### src/rtl/freqmeas_pkg.sv
// ============================================================================
// freqmeas_pkg : shared counter width, FSM encodings and saturating helper
// Rev 1.0
// ============================================================================
`default_nettype none

package freqmeas_pkg;

  localparam int               CNT_W   = 32;
  localparam logic [CNT_W-1:0] CNT_MAX = {CNT_W{1'b1}};

  localparam logic [0:0] S_IDLE = 1'b0;
  localparam logic [0:0] S_GATE = 1'b1;

  localparam logic [1:0] P_IDLE = 2'd0;
  localparam logic [1:0] P_WAIT = 2'd1;
  localparam logic [1:0] P_RUN  = 2'd2;

  function automatic logic [CNT_W-1:0] sat_inc(input logic [CNT_W-1:0] v, input logic inc);
    return (inc && (v != CNT_MAX)) ? v + CNT_W'(1) : v;
  endfunction

endpackage

`default_nettype wire

### src/rtl/sync_edge_module.sv
// ============================================================================
// sync_edge_module : multi-flop synchronizer with registered rising-edge pulse
// Rev 1.0
// ============================================================================
`default_nettype none

module sync_edge_module #(
  parameter int sync_stages = 2
) (
  input  logic clkin,
  input  logic rst_n,
  input  logic din,
  output logic pulse
);

  logic [sync_stages-1:0] r_sync;
  logic                   r_prev;
  logic                   r_pulse;

  always_ff @(posedge clkin or negedge rst_n) begin
    if (!rst_n) begin
      r_sync  <= '0;
      r_prev  <= 1'b0;
      r_pulse <= 1'b0;
    end else begin
      r_sync  <= {r_sync[sync_stages-2:0], din};
      r_prev  <= r_sync[sync_stages-1];
      r_pulse <= r_sync[sync_stages-1] & ~r_prev;
    end
  end

  assign pulse = r_pulse;

endmodule

`default_nettype wire

### src/rtl/freqmeas_module.sv
// ============================================================================
// freqmeas_module : gated edge counter (frequency) and edge-to-edge period timer
// Rev 1.0
// ============================================================================
`default_nettype none

module freqmeas_module
  import freqmeas_pkg::*;
#(
  parameter int unsigned gate_cycles = 50000000,
  parameter int          sync_stages = 2
) (
  input  logic             clkin,
  input  logic             rst_n,
  input  logic             sigin,
  input  logic             en,
  output logic [CNT_W-1:0] freq,
  output logic [CNT_W-1:0] period,
  output logic             valid,
  output logic             ovf,
  output logic             period_to
);

  localparam logic [CNT_W-1:0] c_TERM = CNT_W'(gate_cycles - 1);

  logic             w_de;
  logic             w_term;
  logic [CNT_W-1:0] w_ecnt_next;

  logic [0:0]       r_gstate;
  logic [CNT_W-1:0] r_gcnt;
  logic [CNT_W-1:0] r_ecnt;
  logic [CNT_W-1:0] r_freq;
  logic             r_ovf;
  logic             r_valid;

  logic [1:0]       r_pstate;
  logic [CNT_W-1:0] r_pcnt;
  logic [CNT_W-1:0] r_period;
  logic             r_pto;

  sync_edge_module #(
    .sync_stages(sync_stages)
  ) u_sync_edge (
    .clkin(clkin),
    .rst_n(rst_n),
    .din  (sigin),
    .pulse(w_de)
  );

  assign w_term      = (r_gcnt == c_TERM);
  assign w_ecnt_next = sat_inc(r_ecnt, w_de);

  // Terminal cycle closes the window and restarts counting with no dead cycle
  always_ff @(posedge clkin or negedge rst_n) begin
    if (!rst_n) begin
      r_gstate <= S_IDLE;
      r_gcnt   <= '0;
      r_ecnt   <= '0;
      r_freq   <= '0;
      r_ovf    <= 1'b0;
      r_valid  <= 1'b0;
    end else begin
      r_valid <= 1'b0;
      case (r_gstate)
        S_IDLE: begin
          if (en) begin
            r_gstate <= S_GATE;
            r_gcnt   <= '0;
            r_ecnt   <= '0;
          end
        end
        S_GATE: begin
          if (!en) begin
            r_gstate <= S_IDLE;
            r_gcnt   <= '0;
            r_ecnt   <= '0;
          end else if (w_term) begin
            r_freq  <= w_ecnt_next;
            r_ovf   <= (w_ecnt_next == CNT_MAX);
            r_valid <= 1'b1;
            r_gcnt  <= '0;
            r_ecnt  <= '0;
          end else begin
            r_gcnt <= r_gcnt + CNT_W'(1);
            r_ecnt <= w_ecnt_next;
          end
        end
        default: r_gstate <= S_IDLE;
      endcase
    end
  end

  always_ff @(posedge clkin or negedge rst_n) begin
    if (!rst_n) begin
      r_pstate <= P_IDLE;
      r_pcnt   <= '0;
      r_period <= '0;
      r_pto    <= 1'b0;
    end else if (!en) begin
      r_pstate <= P_IDLE;
      r_pcnt   <= '0;
    end else begin
      case (r_pstate)
        P_IDLE: r_pstate <= P_WAIT;
        P_WAIT: begin
          if (w_de) begin
            r_pstate <= P_RUN;
            r_pcnt   <= CNT_W'(1);
          end
        end
        P_RUN: begin
          if (w_de) begin
            r_period <= r_pcnt;
            r_pcnt   <= CNT_W'(1);
            r_pto    <= 1'b0;
          end else if (r_pcnt != CNT_MAX) begin
            r_pcnt <= r_pcnt + CNT_W'(1);
            if (r_pcnt == CNT_MAX - CNT_W'(1)) r_pto <= 1'b1;
          end
        end
        default: r_pstate <= P_IDLE;
      endcase
    end
  end

  assign freq      = r_freq;
  assign ovf       = r_ovf;
  assign valid     = r_valid;
  assign period    = r_period;
  assign period_to = r_pto;

endmodule

`default_nettype wire
### config.mk
export PLATFORM = sky130hd
export DESIGN_NAME = freqmeas_module
export DESIGN_NICKNAME = d
export VERILOG_FILES = /design/src/rtl/freqmeas_pkg.sv /design/src/rtl/sync_edge_module.sv /design/src/rtl/freqmeas_module.sv
export SDC_FILE = /design/constraint.sdc
export NUM_CORES = 1
export LEC_CHECK = 0
export ABC_AREA = 0
export CAP_MARGIN = 20
export CORE_MARGIN = 3
export CORE_UTILIZATION = 40
export CTS_CLUSTER_SIZE = 10
export DETAILED_ROUTE_END_ITERATION = 8
export SLEW_MARGIN = 20
export SYNTH_ARGS = -nofsm -noshare
export SYNTH_HDL_FRONTEND = slang
export SYNTH_SLANG_ARGS = --single-unit
### constraint.sdc
create_clock -name clkin -period 3.85 [get_ports clkin]
set_input_delay 0.5775 -clock clkin [delete_from_list [all_inputs] [get_ports clkin]]
set_output_delay 0.5775 -clock clkin [all_outputs]
set_load 0.01 [all_outputs]
==> flow_summary.json <==
{
  "status": "complete, no violations",
  "track_usage_pct": 17.7,
  "crit_path_max_fanout": 7,
  "vdd.ir_drop.worst_mv": 0.313,
  "root_buffer": "clkbuf_16",
  "drc_errors": 0,
  "io_buffers": 70,
  "wl_met2_um": 8390,
  "die_y_um": 149,
  "place_hpwl_um": 12500,
  "grt-ovfl-total": 0,
  "postCtsResizedCells": 0,
  "synth_seq_cells": 170,
  "slew_headroom_pct": 42.2,
  "grt_pass1_wl_um": 32100,
  "layout_commonest_cell": "dfrtp_1",
  "core_mm2": 0.0198,
  "final_util_pct": 49.8,
  "synth_cells": 858,
  "totalWireLength_um": 18700,
  "holdCritPathClass": "input port to asynchronous set/reset pin",
  "postCtsSetupBuffers": 0,
  "ant_nets": 0,
  "start_util_pct": 41.4,
  "synth_seq_area_share_pct": 51.9,
  "grt_antenna_before_repair": 1,
  "slowest_stage": "a211oi_1",
  "period_share_pct": 76.0,
  "die-area_mm2": 0.0222,
  "fin_tns_setup_ns": 0,
  "yosysWarnings": 0,
  "diodes": 0,
  "crit_arrival_ns": 3.30,
  "wl_met1_um": 9500,
  "hold_buffers": 0,
  "end_kind": "flip-flop",
  "p_per_area_mw_per_mm2": 387,
  "setup_viol": 0,
  "routed.top_layer": "met5",
  "final_max_slew_viol_count": 0,
  "clk_pin_slew_ns": 0.07,
  "holdWs_ns": 0.227,
  "grt_pass1_vias": 6169,
  "ys.flop_type": "dfrtp_1",
  "routedWlPerCell_um": 15.6,
  "firstDrtPassIters": 4,
  "path_cells": "ha_1 > and3_1 > nand4bb_1 > a211oi_1 > nand3_1 > xor2_1 > a2111o_1 > nor3_1 > a22o_1",
  "rsz0062_at_grt": "no",
  "synth_nets": 866,
  "synth-edff-count": 0,
  "fin_crit_ns": 2.93,
  "final_cell_mix": "dfrtp_1 (170), o21ai_0 (119), nand2_1 (113)",
  "drt_first_iter_violations": 406,
  "cts_tree": "built",
  "die_width_um": 149,
  "gp_congestion": 0.843,
  "hold_viol": 0,
  "cts_buffer_depth": 2,
  "required_ns": 4.22,
  "clk_latency_ns": 0.43,
  "synth_cell_types": 51,
  "drive_gt1_share_pct": 9.62,
  "crit_family": "compound AO/OA/AOI/OAI gates",
  "tightestPinTransition_ns": 0.867,
  "syn_area_per_cell_um2": 9.55,
  "p_leak_uw": 0.00403,
  "wl_met3_um": 541,
  "grt_max_degree": 93,
  "max-cap-violations": 0,
  "critPathMaxStageDelay_ns": 0.56,
  "vias_per_cell": 5.34,
  "fmax_mhz": 342,
  "fin_nets": 931,
  "skew_ns": 0.0163,
  "areaGrowthSynthToFinish_pct": 20.3,
  "fp-row-count": 51,
  "route.vias.total": 6419,
  "cp_num_buf_inv": 0,
  "syn-cell-area_mm2": 0.00820,
  "cts_buffers": 17,
  "ioPinCount": 71,
  "cts_sinks": 170,
  "worstSetupStartpointType": "flip-flop",
  "async_flop_share_pct": 100,
  "crit_type": "flip-flop to flip-flop",
  "htree_levels": 4
}
## power breakdown
group	internal [uW]	switching, uW	total, uW	leakage [uW]
clock network	1140	740	1880	0.000308
logic	33.3	96.7	130	0.00137
registers	1790	10.8	1810	0.00236
## through the flow
stage | setup slack, ns | power, uW | cells | area, um^2
final | 0.924 | 3810 | 1201 | 9860
after global routing | 0.619 | 3950 | 1201 | 9860
after CTS | 0.892 | 3860 | 1201 | 9860
after detailed placement | 0.800 | 1970 | 1169 | 9220
after global placement | 0.834 | 1970 | 1169 | 9220
after floorplan | 1.19 | 1900 | 858 | 8200
## registers in the layout, indices dropped and copies added (netlist names)
name	cells
period	32
u_sync_edge.pulse	1
valid	1
r_pcnt	32
r_pstate	2
period_to	1
u_sync_edge.r_prev	1
u_sync_edge.r_sync	2
ovf	1
r_gstate	1
r_ecnt	32
freq	32
r_gcnt	32
## final cells by class
cell class / instances / area, um^2
fill: 1838 / 9920
tap: 265 / 332
clock inverter: 11 / 184
sequential: 170 / 4250
inverter: 10 / 37.5
clock buffer: 21 / 460
timing repair buffer: 84 / 820
multi-input combinational: 640 / 3770
## metal layers
layer / up-vias / GRT usage [%]
li1: 3186 / -
met2: 108 / 26.1
met1: 3103 / 26.4
met5: - / 0
met4: 2 / 5.45
met3: 20 / 3.34
## synth_stat cells (3+ instances only)
| library cell | count | area [um^2] |
|---|---|---|
| a21o_1 | 5 | 37.5 |
| a21oi_1 | 17 | 85.1 |
| a22o_1 | 3 | 26.3 |
| a31oi_1 | 12 | 75.1 |
| and2_1 | 7 | 43.8 |
| and3_1 | 17 | 106 |
| and4_1 | 6 | 52.6 |
| buf_2 | 5 | 25.0 |
| clkbuf_1 | 33 | 124 |
| dfrtp_1 | 170 | 4250 |
| ha_1 | 4 | 50.1 |
| inv_1 | 10 | 37.5 |
| mux2_2 | 30 | 338 |
| nand2_1 | 113 | 424 |
| nand3_1 | 45 | 225 |
| nand4_1 | 30 | 188 |
| nor2_1 | 81 | 304 |
| nor3_1 | 12 | 60.1 |
| nor4_1 | 13 | 81.3 |
| o21a_1 | 4 | 30.0 |
| o21ai_0 | 119 | 596 |
| o31ai_1 | 16 | 120 |
| or2_2 | 5 | 31.3 |
| or3_1 | 4 | 25.0 |
| or4_1 | 4 | 30.0 |
| xnor2_1 | 27 | 236 |
| xor2_1 | 33 | 289 |
## worst paths after layout
path	startpoint	end	slack, ns	cells past startpoint
max	r_ecnt[0]	ovf	0.92	9
min	rst_n	period[7]	0.23	1
max reg2reg	r_ecnt[0]	ovf	0.92	9
min reg2reg	u_sync_edge.r_sync[0]	u_sync_edge.r_sync[1]	0.35	0
max in group asynchronous	rst_n	freq[16]	2.61	2
min in group clkin	u_sync_edge.r_sync[0]	u_sync_edge.r_sync[1]	0.35	0
## cells by family after synthesis
kind of cell | share of synthesized area, %
compound gates | 13.3
xor+xnor | 6.41
simple gates | 21.1
flops | 51.9
mux | 4.37
fa+ha+maj | 0.611
buf+inv | 2.27
No activity file was read; power rests on OpenSTA's default activity.
